**src/rtl/rv32i_pkg.sv**
```systemverilog
// ---------------------------------------------------------------------------
// rv32i_pkg
//   Shared types and constants for the RV32I hazard/forwarding logic.
//   hz_state_t : hazard controller state (RUN=0, LD_STALL=1, MEM_WAIT=2)
//   REG_ZERO   : index of the hard-wired zero register x0
// ---------------------------------------------------------------------------
package rv32i_pkg;

    typedef enum logic [1:0] {
        HZ_RUN      = 2'd0,
        HZ_LD_STALL = 2'd1,
        HZ_MEM_WAIT = 2'd2
    } hz_state_t;

    localparam logic [4:0] REG_ZERO = 5'd0;

endpackage

```
**src/rtl/rv32i_fwd_mux.sv**
```systemverilog
// ---------------------------------------------------------------------------
// rv32i_fwd_mux
//   Priority forwarding select for one source operand. The nearest stage
//   (lowest index) whose writeback targets rs_reg_i supplies the operand;
//   x0 always reads as zero and never creates a hazard.
// Ports:
//   rs_reg_i      source register index
//   rs_used_i     instruction actually reads this operand
//   rs_data_i     register file read data
//   fwd_enable_i  per-stage writeback enable
//   fwd_reg_i     per-stage destination index, stage 0 in LSBs
//   fwd_data_i    per-stage result, stage 0 in LSBs
//   fwd_pending_i per-stage result not yet available
//   rs_data_o     forwarded operand
//   hit_ld_o      operand is used and its winning source is still pending
// ---------------------------------------------------------------------------
module rv32i_fwd_mux
    import rv32i_pkg::*;
#(
    parameter int XLEN       = 32,
    parameter int REG_W      = 5,
    parameter int FWD_STAGES = 3
) (
    input  logic [REG_W-1:0]            rs_reg_i,
    input  logic                        rs_used_i,
    input  logic [XLEN-1:0]             rs_data_i,
    input  logic [FWD_STAGES-1:0]       fwd_enable_i,
    input  logic [FWD_STAGES*REG_W-1:0] fwd_reg_i,
    input  logic [FWD_STAGES*XLEN-1:0]  fwd_data_i,
    input  logic [FWD_STAGES-1:0]       fwd_pending_i,
    output logic [XLEN-1:0]             rs_data_o,
    output logic                        hit_ld_o
);

    logic            is_zero;
    logic            match_found;
    logic            match_pending;
    logic [XLEN-1:0] sel_data;

    assign is_zero = (rs_reg_i == REG_W'(REG_ZERO));

    // Scan from the farthest stage toward the nearest so that the last
    // assignment wins, giving the lowest matching index priority. A nearer
    // pending match therefore always hides a farther ready one.
    always_comb begin
        match_found   = 1'b0;
        match_pending = 1'b0;
        sel_data      = rs_data_i;
        for (int i = FWD_STAGES - 1; i >= 0; i--) begin
            if (fwd_enable_i[i] && (fwd_reg_i[i*REG_W +: REG_W] == rs_reg_i)) begin
                match_found   = 1'b1;
                match_pending = fwd_pending_i[i];
                sel_data      = fwd_data_i[i*XLEN +: XLEN];
            end
        end
    end

    assign rs_data_o = is_zero ? '0 : sel_data;
    assign hit_ld_o  = rs_used_i & ~is_zero & match_found & match_pending;

endmodule

```
**src/rtl/rv32i_hazard_unit.sv**
```systemverilog
// ---------------------------------------------------------------------------
// rv32i_hazard_unit
//   Hazard and forwarding controller beside the ID stage of the RV32I
//   5-stage pipeline: generic priority forwarding, load-use stall, data
//   memory wait freeze with a sticky watchdog, jump flush gating and
//   saturating stall/flush performance counters.
// Ports:
//   clk, reset               clock, asynchronous active-high reset
//   rs1_reg/rs2_reg          ID source register indices
//   rs1_used/rs2_used        ID instruction reads the operand
//   rs1_data_in/rs2_data_in  register file read data
//   fwd_enable/fwd_reg/fwd_data/fwd_pending  per-stage forwarding sources
//   jump_enable              jump resolved in ID this cycle
//   mem_req/mem_ready        MEM stage access request / memory handshake
//   rs1_data_out/rs2_data_out forwarded operands (combinational)
//   stall_id/bubble_ex       load-use stall controls (combinational)
//   freeze                   hold all pipeline registers (combinational)
//   flush_if                 squash IF/ID on a taken jump (combinational)
//   state                    registered controller state
//   mem_err                  sticky memory watchdog error
//   stall_count/flush_count  saturating performance counters
// ---------------------------------------------------------------------------
module rv32i_hazard_unit
    import rv32i_pkg::*;
#(
    parameter int XLEN        = 32,
    parameter int REG_W       = 5,
    parameter int FWD_STAGES  = 3,
    parameter int MEM_TIMEOUT = 16,
    parameter int CNT_W       = 32
) (
    input  logic                        clk,
    input  logic                        reset,
    input  logic [REG_W-1:0]            rs1_reg,
    input  logic [REG_W-1:0]            rs2_reg,
    input  logic                        rs1_used,
    input  logic                        rs2_used,
    input  logic [XLEN-1:0]             rs1_data_in,
    input  logic [XLEN-1:0]             rs2_data_in,
    input  logic [FWD_STAGES-1:0]       fwd_enable,
    input  logic [FWD_STAGES*REG_W-1:0] fwd_reg,
    input  logic [FWD_STAGES*XLEN-1:0]  fwd_data,
    input  logic [FWD_STAGES-1:0]       fwd_pending,
    input  logic                        jump_enable,
    input  logic                        mem_req,
    input  logic                        mem_ready,
    output logic [XLEN-1:0]             rs1_data_out,
    output logic [XLEN-1:0]             rs2_data_out,
    output logic                        stall_id,
    output logic                        bubble_ex,
    output logic                        freeze,
    output logic                        flush_if,
    output logic [1:0]                  state,
    output logic                        mem_err,
    output logic [CNT_W-1:0]            stall_count,
    output logic [CNT_W-1:0]            flush_count
);

    // Wide enough to hold MEM_TIMEOUT-1 even when MEM_TIMEOUT is 1.
    localparam int                WAIT_W    = $clog2(MEM_TIMEOUT + 1);
    localparam logic [WAIT_W-1:0] WAIT_LAST = WAIT_W'(MEM_TIMEOUT - 1);

    logic              hit_ld_rs1;
    logic              hit_ld_rs2;
    logic              hit_ld;

    hz_state_t         state_q;
    hz_state_t         state_d;
    logic [WAIT_W-1:0] wait_cnt_q;
    logic [WAIT_W-1:0] wait_cnt_d;
    logic              mem_err_q;
    logic              mem_err_d;
    logic [CNT_W-1:0]  stall_count_q;
    logic [CNT_W-1:0]  stall_count_d;
    logic [CNT_W-1:0]  flush_count_q;
    logic [CNT_W-1:0]  flush_count_d;

    rv32i_fwd_mux #(
        .XLEN       (XLEN),
        .REG_W      (REG_W),
        .FWD_STAGES (FWD_STAGES)
    ) u_fwd_rs1 (
        .rs_reg_i      (rs1_reg),
        .rs_used_i     (rs1_used),
        .rs_data_i     (rs1_data_in),
        .fwd_enable_i  (fwd_enable),
        .fwd_reg_i     (fwd_reg),
        .fwd_data_i    (fwd_data),
        .fwd_pending_i (fwd_pending),
        .rs_data_o     (rs1_data_out),
        .hit_ld_o      (hit_ld_rs1)
    );

    rv32i_fwd_mux #(
        .XLEN       (XLEN),
        .REG_W      (REG_W),
        .FWD_STAGES (FWD_STAGES)
    ) u_fwd_rs2 (
        .rs_reg_i      (rs2_reg),
        .rs_used_i     (rs2_used),
        .rs_data_i     (rs2_data_in),
        .fwd_enable_i  (fwd_enable),
        .fwd_reg_i     (fwd_reg),
        .fwd_data_i    (fwd_data),
        .fwd_pending_i (fwd_pending),
        .rs_data_o     (rs2_data_out),
        .hit_ld_o      (hit_ld_rs2)
    );

    // A memory wait freezes the whole pipeline, so it masks the load-use
    // stall and any jump flush; a jump seen while stalled is re-presented.
    assign hit_ld    = hit_ld_rs1 | hit_ld_rs2;
    assign freeze    = mem_req & ~mem_ready;
    assign stall_id  = hit_ld & ~freeze;
    assign bubble_ex = hit_ld & ~freeze;
    assign flush_if  = jump_enable & ~stall_id & ~freeze;

    assign state       = state_q;
    assign mem_err     = mem_err_q;
    assign stall_count = stall_count_q;
    assign flush_count = flush_count_q;

    // Next state is a pure function of this cycle's hazards.
    always_comb begin
        state_d = HZ_RUN;
        if (freeze) begin
            state_d = HZ_MEM_WAIT;
        end else if (hit_ld) begin
            state_d = HZ_LD_STALL;
        end
    end

    // Watchdog counts consecutive frozen cycles; the error latches on the
    // MEM_TIMEOUT-th one and the count parks there instead of wrapping.
    always_comb begin
        wait_cnt_d = '0;
        mem_err_d  = mem_err_q;
        if (freeze) begin
            if (wait_cnt_q == WAIT_LAST) begin
                wait_cnt_d = wait_cnt_q;
                mem_err_d  = 1'b1;
            end else begin
                wait_cnt_d = wait_cnt_q + WAIT_W'(1);
            end
        end
    end

    // Performance counters saturate at all-ones.
    always_comb begin
        stall_count_d = stall_count_q;
        flush_count_d = flush_count_q;
        if ((stall_id | freeze) && (stall_count_q != '1)) begin
            stall_count_d = stall_count_q + CNT_W'(1);
        end
        if (flush_if && (flush_count_q != '1)) begin
            flush_count_d = flush_count_q + CNT_W'(1);
        end
    end

    // All registered state; reset may arrive at any time, including mid-wait.
    always_ff @(posedge clk or posedge reset) begin
        if (reset) begin
            state_q       <= HZ_RUN;
            wait_cnt_q    <= '0;
            mem_err_q     <= 1'b0;
            stall_count_q <= '0;
            flush_count_q <= '0;
        end else begin
            state_q       <= state_d;
            wait_cnt_q    <= wait_cnt_d;
            mem_err_q     <= mem_err_d;
            stall_count_q <= stall_count_d;
            flush_count_q <= flush_count_d;
        end
    end

endmodule

```
**config.mk**
```make
export PLATFORM = sky130hd
export DESIGN_NAME = rv32i_hazard_unit
export DESIGN_NICKNAME = d
export VERILOG_FILES = /design/src/rtl/rv32i_pkg.sv /design/src/rtl/rv32i_fwd_mux.sv /design/src/rtl/rv32i_hazard_unit.sv
export SDC_FILE = /design/constraint.sdc
export NUM_CORES = 1
export LEC_CHECK = 0
export CORE_AREA = 2 2 129 131
export DETAILED_ROUTE_END_ITERATION = 10
export DIE_AREA = 0 0 131 133
export GPL_TIMING_DRIVEN = 1
export HOLD_SLACK_MARGIN = 0.12
export PLACE_DENSITY = 0.8
export SETUP_SLACK_MARGIN = 0.15
export SLEW_MARGIN = 30
export SYNTH_ARGS = -nofsm -noshare
export SYNTH_HDL_FRONTEND = slang
export SYNTH_HIERARCHICAL = 1
export SYNTH_SLANG_ARGS = --single-unit
```
**constraint.sdc**
```tcl
create_clock -name clk -period 3.3 [get_ports clk]
set_input_delay 0.66 -clock clk [delete_from_list [all_inputs] [get_ports clk]]
set_output_delay 0.66 -clock clk [all_outputs]
set_load 0.1 [all_outputs]
```
**Word level (Yosys, flattened, before mapping)**

Cells that the tools add are included.

- Eq/ne operators: 10
- $add $sub $neg: 3
- Bitwise logic cells: 17
- Reduce and logical (&&, ||, !) cells: 11
- Muxes and demuxes: 24

Operators by type and width:

| cell | number |
|---|---|
| $mux W32 | 8 |
| $add A32 B1 Y32 const B | 2 |
| $ne A32 B32 Y1 const B | 2 |
| $eq A5 B5 Y1 | 6 |
| $mux W1 | 13 |
| $and A1 B1 Y1 | 10 |
| $logic_not A5 Y1 | 2 |
| $mux W5 | 2 |
| $logic_and A1 B1 Y1 | 8 |
| $add A5 B1 Y5 const B | 1 |
| $eq A5 B4 Y1 const B | 1 |
| $not A1 Y1 | 5 |
| $mux W2 | 1 |
| $ne A2 B2 Y1 const B | 1 |
| $or A1 B1 Y1 | 2 |
| $reduce_and A2 Y1 | 1 |

- Register bits: 72
- Input bits: 198
- Output and inout port bits: 135

**Depth between registers and ports, before layout**

- Word-level depth: 13
- Mapped depth: 13
- Depth with buffers taken out: 11

**Hierarchy**

The synthesis kept the hierarchy.

By module, submodules not included:

| module | seq. area each (um^2) | area each (um^2) | instances | cells each |
|---|---|---|---|---|
| rv32i_hazard_unit | 1,801.7 | 3,470.8 | 1 | 321 |
| rv32i_fwd_mux | 0.0 | 1,428.9 | 2 | 182 |

**Least setup slack after synthesis**

No wires, ideal clock.

- Path kind: input to output
- From: input port rs2_reg[1]
- To: output port stall_id
- Stages on the path: 8
- Slack: -1.057 ns
- Arrival time: 3.697 ns
- Buffers on the path: 1
- Cells stage by stage: xor2_1 > nor4_1 > nand3_1 > or3b_1 > a21oi_1 > nor2_1 > nor2_1 > buf_4

- Cells in the longest elaborated chain, start to end: 9

RTL lines:

| item | RTL line | text |
|---|---|---|
| from (decl) | rv32i_hazard_unit.sv:35 | `input logic [REG_W-1:0] rs2_reg,` |
| $eq A5 B5 Y1 | rv32i_fwd_mux.sv:50 | `if (fwd_enable_i[i] && (fwd_reg_i[i*REG_W +: REG_W] == rs_reg_i)) begin` |
| $logic_and A1 B1 Y1 | rv32i_fwd_mux.sv:50 |  |
| $mux W1 (3 in series) | rv32i_fwd_mux.sv:50 |  |
| $and A1 B1 Y1 | rv32i_fwd_mux.sv:59 | `assign hit_ld_o = rs_used_i & ~is_zero & match_found & match_pending;` |
| $and A1 B1 Y1 * | rv32i_fwd_mux.sv:59 |  |
| named net hit_ld_rs2 | rv32i_hazard_unit.sv:64 | `logic hit_ld_rs2;` |
| $or A1 B1 Y1 * | rv32i_hazard_unit.sv:112 | `assign hit_ld = hit_ld_rs1 \| hit_ld_rs2;` |
| $and A1 B1 Y1 * | n/a |  |
| to (decl) | rv32i_hazard_unit.sv:49 | `output logic stall_id,` |

The timed path passes the listed nets; every way through them passes the cells marked *.

**Worst setup path in the final report**

- From: input port rs1_reg[3]
- To: output port rs1_data_out[25]

- Cells in the longest elaborated chain, start to end: 6

RTL lines:

| item | RTL line | text |
|---|---|---|
| from (decl) | rv32i_hazard_unit.sv:34 | `input logic [REG_W-1:0] rs1_reg,` |
| $eq A5 B5 Y1 | rv32i_fwd_mux.sv:50 |  |
| $logic_and A1 B1 Y1 | rv32i_fwd_mux.sv:50 |  |
| $mux W32 (3 in series) | rv32i_fwd_mux.sv:50 |  |
| $mux W32 * | rv32i_fwd_mux.sv:58 | `assign rs_data_o = is_zero ? '0 : sel_data;` |
| to (decl) | rv32i_hazard_unit.sv:47 | `output logic [XLEN-1:0] rs1_data_out,` |

Every way passes the cells marked *; elsewhere a longest branch is shown, timed or not.

==> run_results.csv <==
group,metric,value,unit
outcome,outcome,"complete, no violations",
sta,skew,7.499,ps
clock_tree,clkTransAtPathRegs,50,ps
power,p_int,2.439,mW
power,pwr-share-comb,57.1,%
sta,slew_viol_final,0,
yosys,syn_avg_cell_area,9.239,sq um
power,power_density,391.1,mW/mm^2
sta,fin_crit,3166,ps
drt,drt_iter0_drc,606,
critical_path,path_cells,"buf_8, buf_6, buf_6, xor2_2, nor4_2, and3_4, buf_6, a211o_4, buf_12, o211ai_4, buf_12",
critical_path,cp_max_fo,8,
worst_hold_path,hp-class,"flop to flop",
drt,viasPerCell,5.962,
global_routing,antenna_found_initial,4,
cells_and_area,regArea,0.001802,sq mm
sta,setup_viol,0,
flow_run,cap_violations,0,
critical_path,crit_top_cell,"buf_6",
drt,drt-pass1-iter-count,5,
cells_and_area,drive_gt1_share,34.73,%
critical_path,crit_arrival,2510,ps
placed_design,placedCellCount,1245,
sta,fin_crit_sh,95.94,%
global_routing,grt_pass1_wl,41.23,mm
die,die_area,0.01742,sq mm
critical_path,required,2640,ps
critical_path,crit_path_start_kind,"input port",
clock_tree,numCtsBuffers,9,
die,core,0.01617,sq mm
drt,drt-wirelength-per-cell,22.19,um
die,placement_rows,47,
global_routing,grt_pass1_vias,7461,
die,fp.dieH,133,um
critical_path,cpMaxStageDelayCell,"a211o_4",
global_routing,track_usage,30.38,%
yosys,ys_top_cells_by_area,"dfrtp_1 28%, o211ai_2 12%, mux2i_1 10%, nand4_1 9.3%, nand3_1 7.7%",
cells_and_area,area_growth,90.73,%
die,start_util,39.13,%
critical_path,critPathCaptureType,"output pin",
clock_tree,cts_tree,"yes",
power,total_leakage_power,4.995,nW
power,p_total,4.721,mW
sta,tightest_slew,672.9,ps
die,pin_count,333,
sta,fmax,0.3159,GHz
critical_path,critPathKind,"input port to output pin",
sta,hold_viol,0,
critical_path,cpPeakStageDelay,350,ps
yosys,ys.flop_type,"dfrtp_1",
clock_tree,clock_path_buffers,2,
sta,final.setup.worst_slack,134.0,ps
yosys,synth_top_area_cell,"dfrtp_1",
sta,relSlewSlack,54.79,%
cells_and_area,final_nets,1246,
clock_tree,clock_latency,340,ps
placed_design,preCtsSetupSlack,-434.7,ps
yosys,synth_area,0.006329,sq mm
cells_and_area,fin_util,74.64,%
yosys,ys_ff_latch,72,
worst_hold_path,min_from,"stall_count[31]",
power,ir_drop,0.0005533,V
yosys,yosysSeqAreaShare,28.47,%
placed_design,portBuffers,332,
drt,vias,7572,
clock_tree,cts_root_buffer,"clkbuf_16",
critical_path,r2r_start,"flush_count[0]",
drt,drc,0,
clock_tree,htree_levels,3,
drt,wirelength,28.19,mm
critical_path,worst-path-buf-inv,6,
yosys,synth-edff-count,0,
global_routing,grt_max_degree,73,
cells_and_area,nFillCells,1077,
global_routing,grt-ovfl-total,0,
cells_and_area,instances_no_fill,1270,
yosys,synth_top_area_share,28.47,%
clock_tree,cts.sinks,72,
sta,rsz0062_at_grt,"true",
yosys,synthArstFlopShare,100.0,%
power,p_sw_share,48.34,%
yosys,ys_warn_count,6,
die,die_w,131,um
critical_path,crit_start,"rs1_reg[3]",
yosys,synth_nets,887,
yosys,synth_cells,685,
cells_and_area,multiInputGateArea,0.005056,sq mm
power,switchingPower,2.282,mW
power,pwr-share-seq,24.0,%
yosys,ys_types,42,
placed_design,hpwl,20.76,mm
power,clockPowerShare,18.9,%
critical_path,path_delay_family,"buffers and inverters",
placed_design,place_congestion,0.9314,
drt,ant_nets,0,
[power groups by stage]
stage	logic (mW)	registers, mW	clock network [mW]
after floorplan	1.01	1.78	0
after global placement	2.60	1.13	0
after detailed placement	2.63	1.14	0
after CTS	2.65	1.13	0.894
after global routing	2.77	1.15	0.935
final	2.69	1.13	0.893
[per-stage QoR]
| stage | hold slack [ps] | cell area [sq um] | setup TNS, ps |
|---|---|---|---|
| after floorplan | 484.3 | 6878 | -1670 |
| after global placement | 457.3 | 11370 | -32010 |
| after detailed placement | 484.6 | 11370 | -36630 |
| after CTS | 503.3 | 11760 | 0 |
| after global routing | 529.9 | 12070 | 0 |
| final | 505.2 | 12070 | 0 |
[final timing paths]
| path | to | slack [ps] | depth (start not counted) |
|---|---|---|---|
| setup / recovery | rs1_data_out[25] | 130 | 11 |
| hold / removal | stall_count[31] | 510 | 1 |
| setup reg to reg | flush_count[1] | 860 | 6 |
| hold reg to reg | stall_count[31] | 510 | 1 |
| max in group asynchronous | flush_count[23] | 2250 | 3 |
| min in group asynchronous | stall_count[14] | 760 | 3 |
[repair_timing]
action                                  in CTS  in global routing
setup buffers                                6                  1
resized for setup                          108                 66
endpoints found under the setup margin     118                 82
hold buffers                                 0                  0
gates cloned                                 0                  1
pin swaps                                   67                 39
[flip-flops by register name, summed over array words and instances, names as in the netlist]
name,count
state,2
stall_count,32
wait_cnt_q,5
mem_err,1
flush_count,32
[cell type report]
cell class              instances  share of cell area, %
diodes                          2                0.04146
clock buffers                  12                  2.125
clock inverters                 3                 0.1451
inverters                       8                 0.2902
multi-input cells             548                  41.89
flip-flops and latches         72                  14.93
well taps                     220                  2.281
repair buffers                405                  38.30
[synthesized netlist by cell type, drive strengths merged, types with 7 or more instances]
library cell and count:
inv 7, and4 7, o211ai 66, and3 16, nor4 20, nand3 97, buf 28, nand2 20
dfrtp 72, nor2 18, xnor2 49, nor3 15, mux2i 65, xor2 43, clkbuf 29, nand4 94
a21oi 8
[logic make-up after synthesis]
family                   Yosys count  share of synthesized area [%]
AND/OR/NAND/NOR                  302                          26.91
flip-flops                        72                          28.47
adder cells (fa/ha/maj)            4                         0.7909
AO/OA/AOI/OAI                     82                          14.91
buffers and inverters             65                          5.378
multiplexers                      68                          10.81
XOR/XNOR                          92                          12.73
[metal layers]
| metal | vias up | global-route usage [%] | part of all wire (%) | routed length [um] |
|---|---|---|---|---|
| met4 | 4 | 12.47 | 4.2 | 1184 |
| met2 | 420 | 52.48 | 52 | 14710 |
| met5 | - | 0 | 0.085 | 24 |
| met1 | 3713 | 35.39 | 34 | 9721 |
| met3 | 82 | 7.804 | 9.0 | 2549 |
| li1 | 3353 | - | - | - |
[cells in the final DEF, fill, tap and decap left out, types with 14 or more instances in the layout]
master and instances:
buf_12 84, buf_4 112, buf_6 20, clkdlybuf4s50_1 171
dfrtp_1 72, mux2i_1 60, nand2_1 18, nand3_1 90
nand4_1 94, nor2_1 16, nor4_1 14, o211ai_4 60
xnor2_1 47, xor2_1 28
No activity file was read; power rests on OpenSTA's default activity.
